[src/rtl/acl2_pkg.sv]
// Shared ADXL362 constants and sampler state encoding for the PmodACL2 blocks.
// Pure declarations: no logic, no latency, no flow control.
package acl2_pkg;

  localparam logic [7:0] ADXL_CMD_WRITE = 8'h0A;
  localparam logic [7:0] ADXL_CMD_READ  = 8'h0B;

  localparam logic [7:0] ADXL_XDATA_L = 8'h0E;
  localparam logic [7:0] ADXL_XDATA_H = 8'h0F;
  localparam logic [7:0] ADXL_YDATA_L = 8'h10;
  localparam logic [7:0] ADXL_YDATA_H = 8'h11;
  localparam logic [7:0] ADXL_ZDATA_L = 8'h12;
  localparam logic [7:0] ADXL_ZDATA_H = 8'h13;

  localparam int unsigned NUM_BYTES = 6;

  typedef enum logic [1:0] {
    ST_IDLE    = 2'd0,
    ST_ISSUE   = 2'd1,
    ST_WAIT    = 2'd2,
    ST_PUBLISH = 2'd3
  } state_t;

  // The H register repeats the sign in its upper nibble; only bits [3:0] carry data.
  function automatic logic [11:0] join12(input logic [7:0] hi, input logic [7:0] lo);
    return {hi[3:0], lo};
  endfunction

endpackage

[src/rtl/acl2_sampler_period_timer.sv]
// Burst-start timer: free-running 0..PERIOD-1 counter while enabled, tick on wrap or enable rise.
// Tick is combinational from the count and enable; no backpressure, a tick is a single-cycle pulse.
module period_timer #(
  parameter int unsigned PERIOD = 100000
) (
  input  logic clk,
  input  logic rst,
  input  logic enable,
  output logic tick
);

  localparam int unsigned CW = (PERIOD > 1) ? $clog2(PERIOD) : 1;

  logic [CW-1:0] cnt_q, cnt_d;
  logic          en_q, en_d;
  logic          wrap;

  always_comb begin
    wrap  = (cnt_q == CW'(PERIOD - 1));
    en_d  = enable;
    cnt_d = cnt_q;
    if (!enable || wrap) begin
      cnt_d = '0;
    end else begin
      cnt_d = cnt_q + 1'b1;
    end
    // A fresh enable fires immediately so the first burst does not wait a full period.
    tick = enable && (!en_q || wrap);
  end

  always_ff @(posedge clk) begin
    if (rst) begin
      cnt_q <= '0;
      en_q  <= 1'b0;
    end else begin
      cnt_q <= cnt_d;
      en_q  <= en_d;
    end
  end

endmodule

[src/rtl/acl2_sampler.sv]
// Periodic ADXL362 X/Y/Z reader over a 24-bit SPI handshake; publishes 12-bit triples with a strobe.
// Six single-register reads per burst; spi_send waits on spi_ready, excess period ticks set sticky overrun.
module acl2_sampler
  import acl2_pkg::*;
#(
  parameter int unsigned PERIOD    = 100000,
  parameter logic [7:0]  CMD_READ  = ADXL_CMD_READ,
  parameter logic [7:0]  BASE_ADDR = ADXL_XDATA_L
) (
  input  logic        Clock,
  input  logic        Reset,
  input  logic        enable,
  input  logic        spi_ready,
  output logic        spi_send,
  output logic [23:0] spi_tx,
  input  logic        spi_arrived,
  input  logic [23:0] spi_rx,
  output logic [11:0] x,
  output logic [11:0] y,
  output logic [11:0] z,
  output logic        sample_valid,
  output logic        busy,
  output logic        overrun
);

  localparam logic [2:0] LAST_IDX = 3'(NUM_BYTES - 1);

  state_t          state_q, state_d;
  logic [2:0]      idx_q, idx_d;
  logic [5:0][7:0] byte_q, byte_d;
  logic [11:0]     x_q, x_d, y_q, y_d, z_q, z_d;
  logic            sample_valid_q, sample_valid_d;
  logic            pending_q, pending_d;
  logic            overrun_q, overrun_d;
  logic            tick;
  logic            leaving_idle;
  logic [7:0]      rd_addr;
  logic [23:0]     frame;
  logic            unused_rx_hi;

  assign unused_rx_hi = ^spi_rx[23:8];

  period_timer #(
    .PERIOD(PERIOD)
  ) u_timer (
    .clk   (Clock),
    .rst   (Reset),
    .enable(enable),
    .tick  (tick)
  );

  always_comb begin
    rd_addr = BASE_ADDR + 8'(idx_q);
    frame   = {CMD_READ, rd_addr, 8'h00};
  end

  always_comb begin
    state_d        = state_q;
    idx_d          = idx_q;
    byte_d         = byte_q;
    x_d            = x_q;
    y_d            = y_q;
    z_d            = z_q;
    sample_valid_d = 1'b0;
    spi_send       = 1'b0;
    spi_tx         = 24'h0;

    case (state_q)
      ST_IDLE: begin
        if (pending_q && enable) begin
          state_d = ST_ISSUE;
          idx_d   = 3'd0;
        end
      end

      ST_ISSUE: begin
        spi_tx   = frame;
        spi_send = spi_ready;
        if (spi_ready) begin
          state_d = ST_WAIT;
        end
      end

      ST_WAIT: begin
        spi_tx = frame;
        if (spi_arrived) begin
          byte_d[idx_q] = spi_rx[7:0];
          if (idx_q < LAST_IDX) begin
            idx_d   = idx_q + 3'd1;
            state_d = ST_ISSUE;
          end else begin
            state_d = ST_PUBLISH;
          end
        end
      end

      ST_PUBLISH: begin
        // Outputs move only here so a consumer never sees a mix of two bursts.
        x_d            = join12(byte_q[1], byte_q[0]);
        y_d            = join12(byte_q[3], byte_q[2]);
        z_d            = join12(byte_q[5], byte_q[4]);
        sample_valid_d = 1'b1;
        state_d        = ST_IDLE;
      end

      default: begin
        state_d = ST_IDLE;
      end
    endcase
  end

  always_comb begin
    busy         = (state_q != ST_IDLE);
    leaving_idle = (state_q == ST_IDLE) && (state_d != ST_IDLE);
    pending_d    = pending_q;
    overrun_d    = overrun_q;

    if (tick && (pending_q || busy)) begin
      overrun_d = 1'b1;
    end

    // At most one burst is remembered; extra ticks are dropped and only flagged.
    if (!enable || leaving_idle) begin
      pending_d = 1'b0;
    end else if (tick && !busy) begin
      pending_d = 1'b1;
    end
  end

  always_ff @(posedge Clock) begin
    if (Reset) begin
      state_q        <= ST_IDLE;
      idx_q          <= 3'd0;
      byte_q         <= '0;
      x_q            <= 12'h0;
      y_q            <= 12'h0;
      z_q            <= 12'h0;
      sample_valid_q <= 1'b0;
      pending_q      <= 1'b0;
      overrun_q      <= 1'b0;
    end else begin
      state_q        <= state_d;
      idx_q          <= idx_d;
      byte_q         <= byte_d;
      x_q            <= x_d;
      y_q            <= y_d;
      z_q            <= z_d;
      sample_valid_q <= sample_valid_d;
      pending_q      <= pending_d;
      overrun_q      <= overrun_d;
    end
  end

  assign x            = x_q;
  assign y            = y_q;
  assign z            = z_q;
  assign sample_valid = sample_valid_q;
  assign overrun      = overrun_q;

endmodule

[config.mk]
export PLATFORM = sky130hd
export DESIGN_NAME = acl2_sampler
export DESIGN_NICKNAME = d
export VERILOG_FILES = /design/src/rtl/acl2_pkg.sv /design/src/rtl/acl2_sampler_period_timer.sv /design/src/rtl/acl2_sampler.sv
export SDC_FILE = /design/constraint.sdc
export NUM_CORES = 1
export LEC_CHECK = 0
export ABC_AREA = 0
export CAP_MARGIN = 20
export CORE_ASPECT_RATIO = 1.4
export CORE_MARGIN = 1.5
export CORE_UTILIZATION = 40
export CTS_CLUSTER_DIAMETER = 150
export DETAILED_ROUTE_END_ITERATION = 8
export PLACE_DENSITY = 0.66
export SYNTH_ARGS = -nofsm -noshare
export SYNTH_HDL_FRONTEND = slang
export SYNTH_HIERARCHICAL = 1
export SYNTH_SLANG_ARGS = --single-unit
[constraint.sdc]
create_clock -name Clock -period 2.3 [get_ports Clock]
set_input_delay 0.46 -clock Clock [delete_from_list [all_inputs] [get_ports Clock]]
set_output_delay 0.46 -clock Clock [all_outputs]
set_load 0.02 [all_outputs]
==> metrics.yaml <==
sta:
  worst_clock_skew_ps: 9.185
  setup_viol_count_final: 0
  min_period_ps: 2193
  max_freq_mhz: 456.1
  setup_tns_ps: 0
  finalMaxSlewViolations: 0
  final-hold-violation-count: 0
  rsz0062_at_grt: "false"
  fin_crit_sh: 0.9533
grt:
  grt.overflow.total: 0
  antenna_found_initial: 0
  grt_start_max_net_pins: 63
  grt_pass1_vias: 3002
  grt_pass1_wl_mm: 14.17
  grtUsageTotal: 0.1689
synthesis:
  async_reset_ff_frac: 0
  seq_area_frac_synth: 0.4797
  synth_seq_cells: 98
  synth_area_um2: 4090
  synthTopCellsByArea: "dfxtp_1 (48%), mux2i_1 (12%), nor2_1 (5.9%), nand2_1 (5.0%), buf_4 (3.7%)"
  ys_warn_count: 6
  syn_avg_cell_area_um2: 9.275
  synth_top_area_frac: 0.4797
  netlist_instances: 441
  synth_flop_cell: "dfxtp_1"
  synth_edf_count: 0
  synth_top_area_cell: "dfxtp_1"
  synth.distinct_cells: 48
die:
  dieArea_um2: 10850
  die_y_um: 122.6
  fp.coreArea_um2: 9953
  rows: 43
  io_pins: 93
  initial_core_util: 0.4109
  dieWidth_um: 88.46
power_and_ir_drop:
  leakagePower_nw: 1.878
  power_density_nw_per_um2: 737.8
  peakVddDrop_uv: 454.4
detailed_routing:
  via_count: 3108
  ant_nets: 0
  drt-total-wl_mm: 8.634
  wl_per_cell_um: 13.62
  drc_errors: 0
  drt_iter0_drc: 176
  vias_per_cell: 4.902
  firstDrtPassIters: 5
worst_setup_path:
  cp_cell_sequence: "inv_1 -> ha_2 -> nor2b_1 -> dlygate4sd2_1"
  cp_top_family: "buffers and inverters"
  cpPeakStageDelay_ps: 410
  crit_buf_inv: 2
  slowest_stage: "dfxtp_1"
  critPathKind: "reg -> out"
  critPathLaunchType: "register"
  cp_max_fo: 8
  worstPathRequired_ps: 1840
  cp-end-kind: "primary output"
  cp_data_arrival_time_ps: 1730
clocking:
  numCtsBuffers: 9
  postCtsHoldBufs: 0
  path_clk_slew_ps: 70
  cts_tree: "built"
  root_buffer: "clkbuf_16"
  cts.sinks: 98
  clkLatencyLatePin_ps: 350
  cts_buffer_depth: 2
  h-tree-depth: 3
min_path:
  hold_path.class: "reg -> reg"
finish:
  final_nets: 535
  syn2layout_area_growth_pct: 22.97
  finish.instance_area_um2: 5030
  diodes: 0
  drive_gt1_frac: 0.07816
outcome:
  outcome: "completed"
job:
  cap_violations: 0
placement:
  place.gp.congestion: 0.7759
  port_buffers: 60
  dpl_cell_area_um2: 4745
  dpl.hpwl_mm: 5.924
-- metal layers --
layer	GRT usage	routed length, um	up-vias
li1	-	-	1555
met1	0.2020	3780	1460
met2	0.2867	4304	79
met3	0.04237	384	14
met4	0.06738	163	0
met5	0	0	-
-- timing repair --
action,CTS,global route
pin swaps,0,0
gates resized for setup,9,3
cloned,0,0
setup endpoints to repair,9,4
setup buffers,0,0
-- worst paths after layout --
check	from	slack, ps	cells after the start	to
worst min register to register	byte_q[18]$_SDFFE_PP0P_	460	2	byte_q[18]$_SDFFE_PP0P_
worst max register to register	u_timer/cnt_q[0]$_SDFF_PP0_	280	8	pending_q$_SDFFE_PP0P_
worst min-delay path	byte_q[18]$_SDFFE_PP0P_	460	2	byte_q[18]$_SDFFE_PP0P_
worst max-delay path	state_q[0]$_SDFF_PP0_	110	4	spi_tx[12]
-- cells in the final DEF (no fill, tap or decap), types with 2 or more instances in the layout --
cell / netlist / routed
dfxtp_1: 98 / 97
nor4_1: 4 / 4
nand3_1: 7 / 7
o21ai_0: 3 / 3
nor2b_1: 7 / 7
mux2i_1: 48 / 48
clkbuf_16: 0 / 9
buf_4: 20 / 2
clkdlybuf4s50_1: 0 / 50
nor2_1: 64 / 64
dlygate4sd2_1: 0 / 8
a21oi_1: 29 / 29
xor2_1: 9 / 9
clkinv_4: 0 / 2
ha_1: 12 / 10
and3_1: 4 / 4
ha_2: 0 / 2
and4_1: 2 / 2
inv_6: 0 / 3
conb_1: 1 / 16
nor2_2: 2 / 2
nor3_1: 3 / 3
o31ai_1: 2 / 2
nand4_2: 2 / 2
inv_1: 8 / 8
nand4_1: 9 / 9
xnor2_1: 6 / 6
inv_8: 0 / 2
and4bb_2: 2 / 2
and2_1: 6 / 6
buf_12: 0 / 2
nand2_1: 55 / 55
-- kinds of logic after synthesis --
group | synth area share
simple gates | 0.2086
flops | 0.4797
mux | 0.1175
compound gates | 0.06241
buf+inv | 0.06210
other cells | 0.0009168
fa+ha+maj | 0.03671
xor+xnor | 0.03212
-- state kept, by name, summed over array words and instances, names as in the netlist --
signal	count
u_timer/cnt_q	17
state_q	2
sample_valid	1
idx_q	3
u_timer/en_q	1
overrun	1
pending_q	1
x	12
y	12
z	12
byte_q	36
-- worst reg2reg max path, delay by kind of cell (launching register included) --
kind	cells	cell delay (ps)
compound gates	4	630
fa+ha+maj	1	240
flops	1	420
simple gates	3	670
-- synthesized netlist by cell type, types with 4 or more instances --
library cell  instances
nand3_1               7
buf_2                 8
ha_1                 12
nand2_1              55
and3_1                4
nor2_1               64
buf_4                20
nand4_1               9
clkbuf_1              7
xor2_1                9
xnor2_1               6
mux2i_1              48
inv_1                 8
a21oi_1              29
and2_1                6
dfxtp_1              98
nor4_1                4
nor2b_1               7
-- layout make-up --
class                           count  area [um2]
Clock inverter                      7       66.31
Multi-Input combinational cell    313        1936
Tap cell                          135       168.9
Clock buffer                        9       225.2
Fill cell                         922        4923
Sequential cell                    98        1963
Timing Repair Buffer               64       640.6
Inverter                            8       30.03
-- power by group --
part / leakage [nW] / total, W / internal [W] / switching, W
clock network: 0.145 / 0.00147 / 0.000764 / 0.000705
logic: 0.942 / 0.000493 / 0.000184 / 0.000309
registers: 0.790 / 0.00175 / 0.00172 / 0.0000294
total: 1.88 / 0.00371 / 0.00267 / 0.00104
-- per-stage QoR --
stage	total power, W	cells	utilization	hold slack, ps	setup slack [ps]
finish	0.003711	634	0.5053	458.1	107.3
global route	0.003848	634	0.5053	480.7	15.01
CTS	0.003731	634	0.5048	462.9	68.23
detailed placement	0.002316	618	0.4767	450.2	159.2
global placement	0.002307	618	0.4767	443.0	168.7
floorplan	0.002140	456	-	436.0	484.8
(Power assumes the default switching activity.)
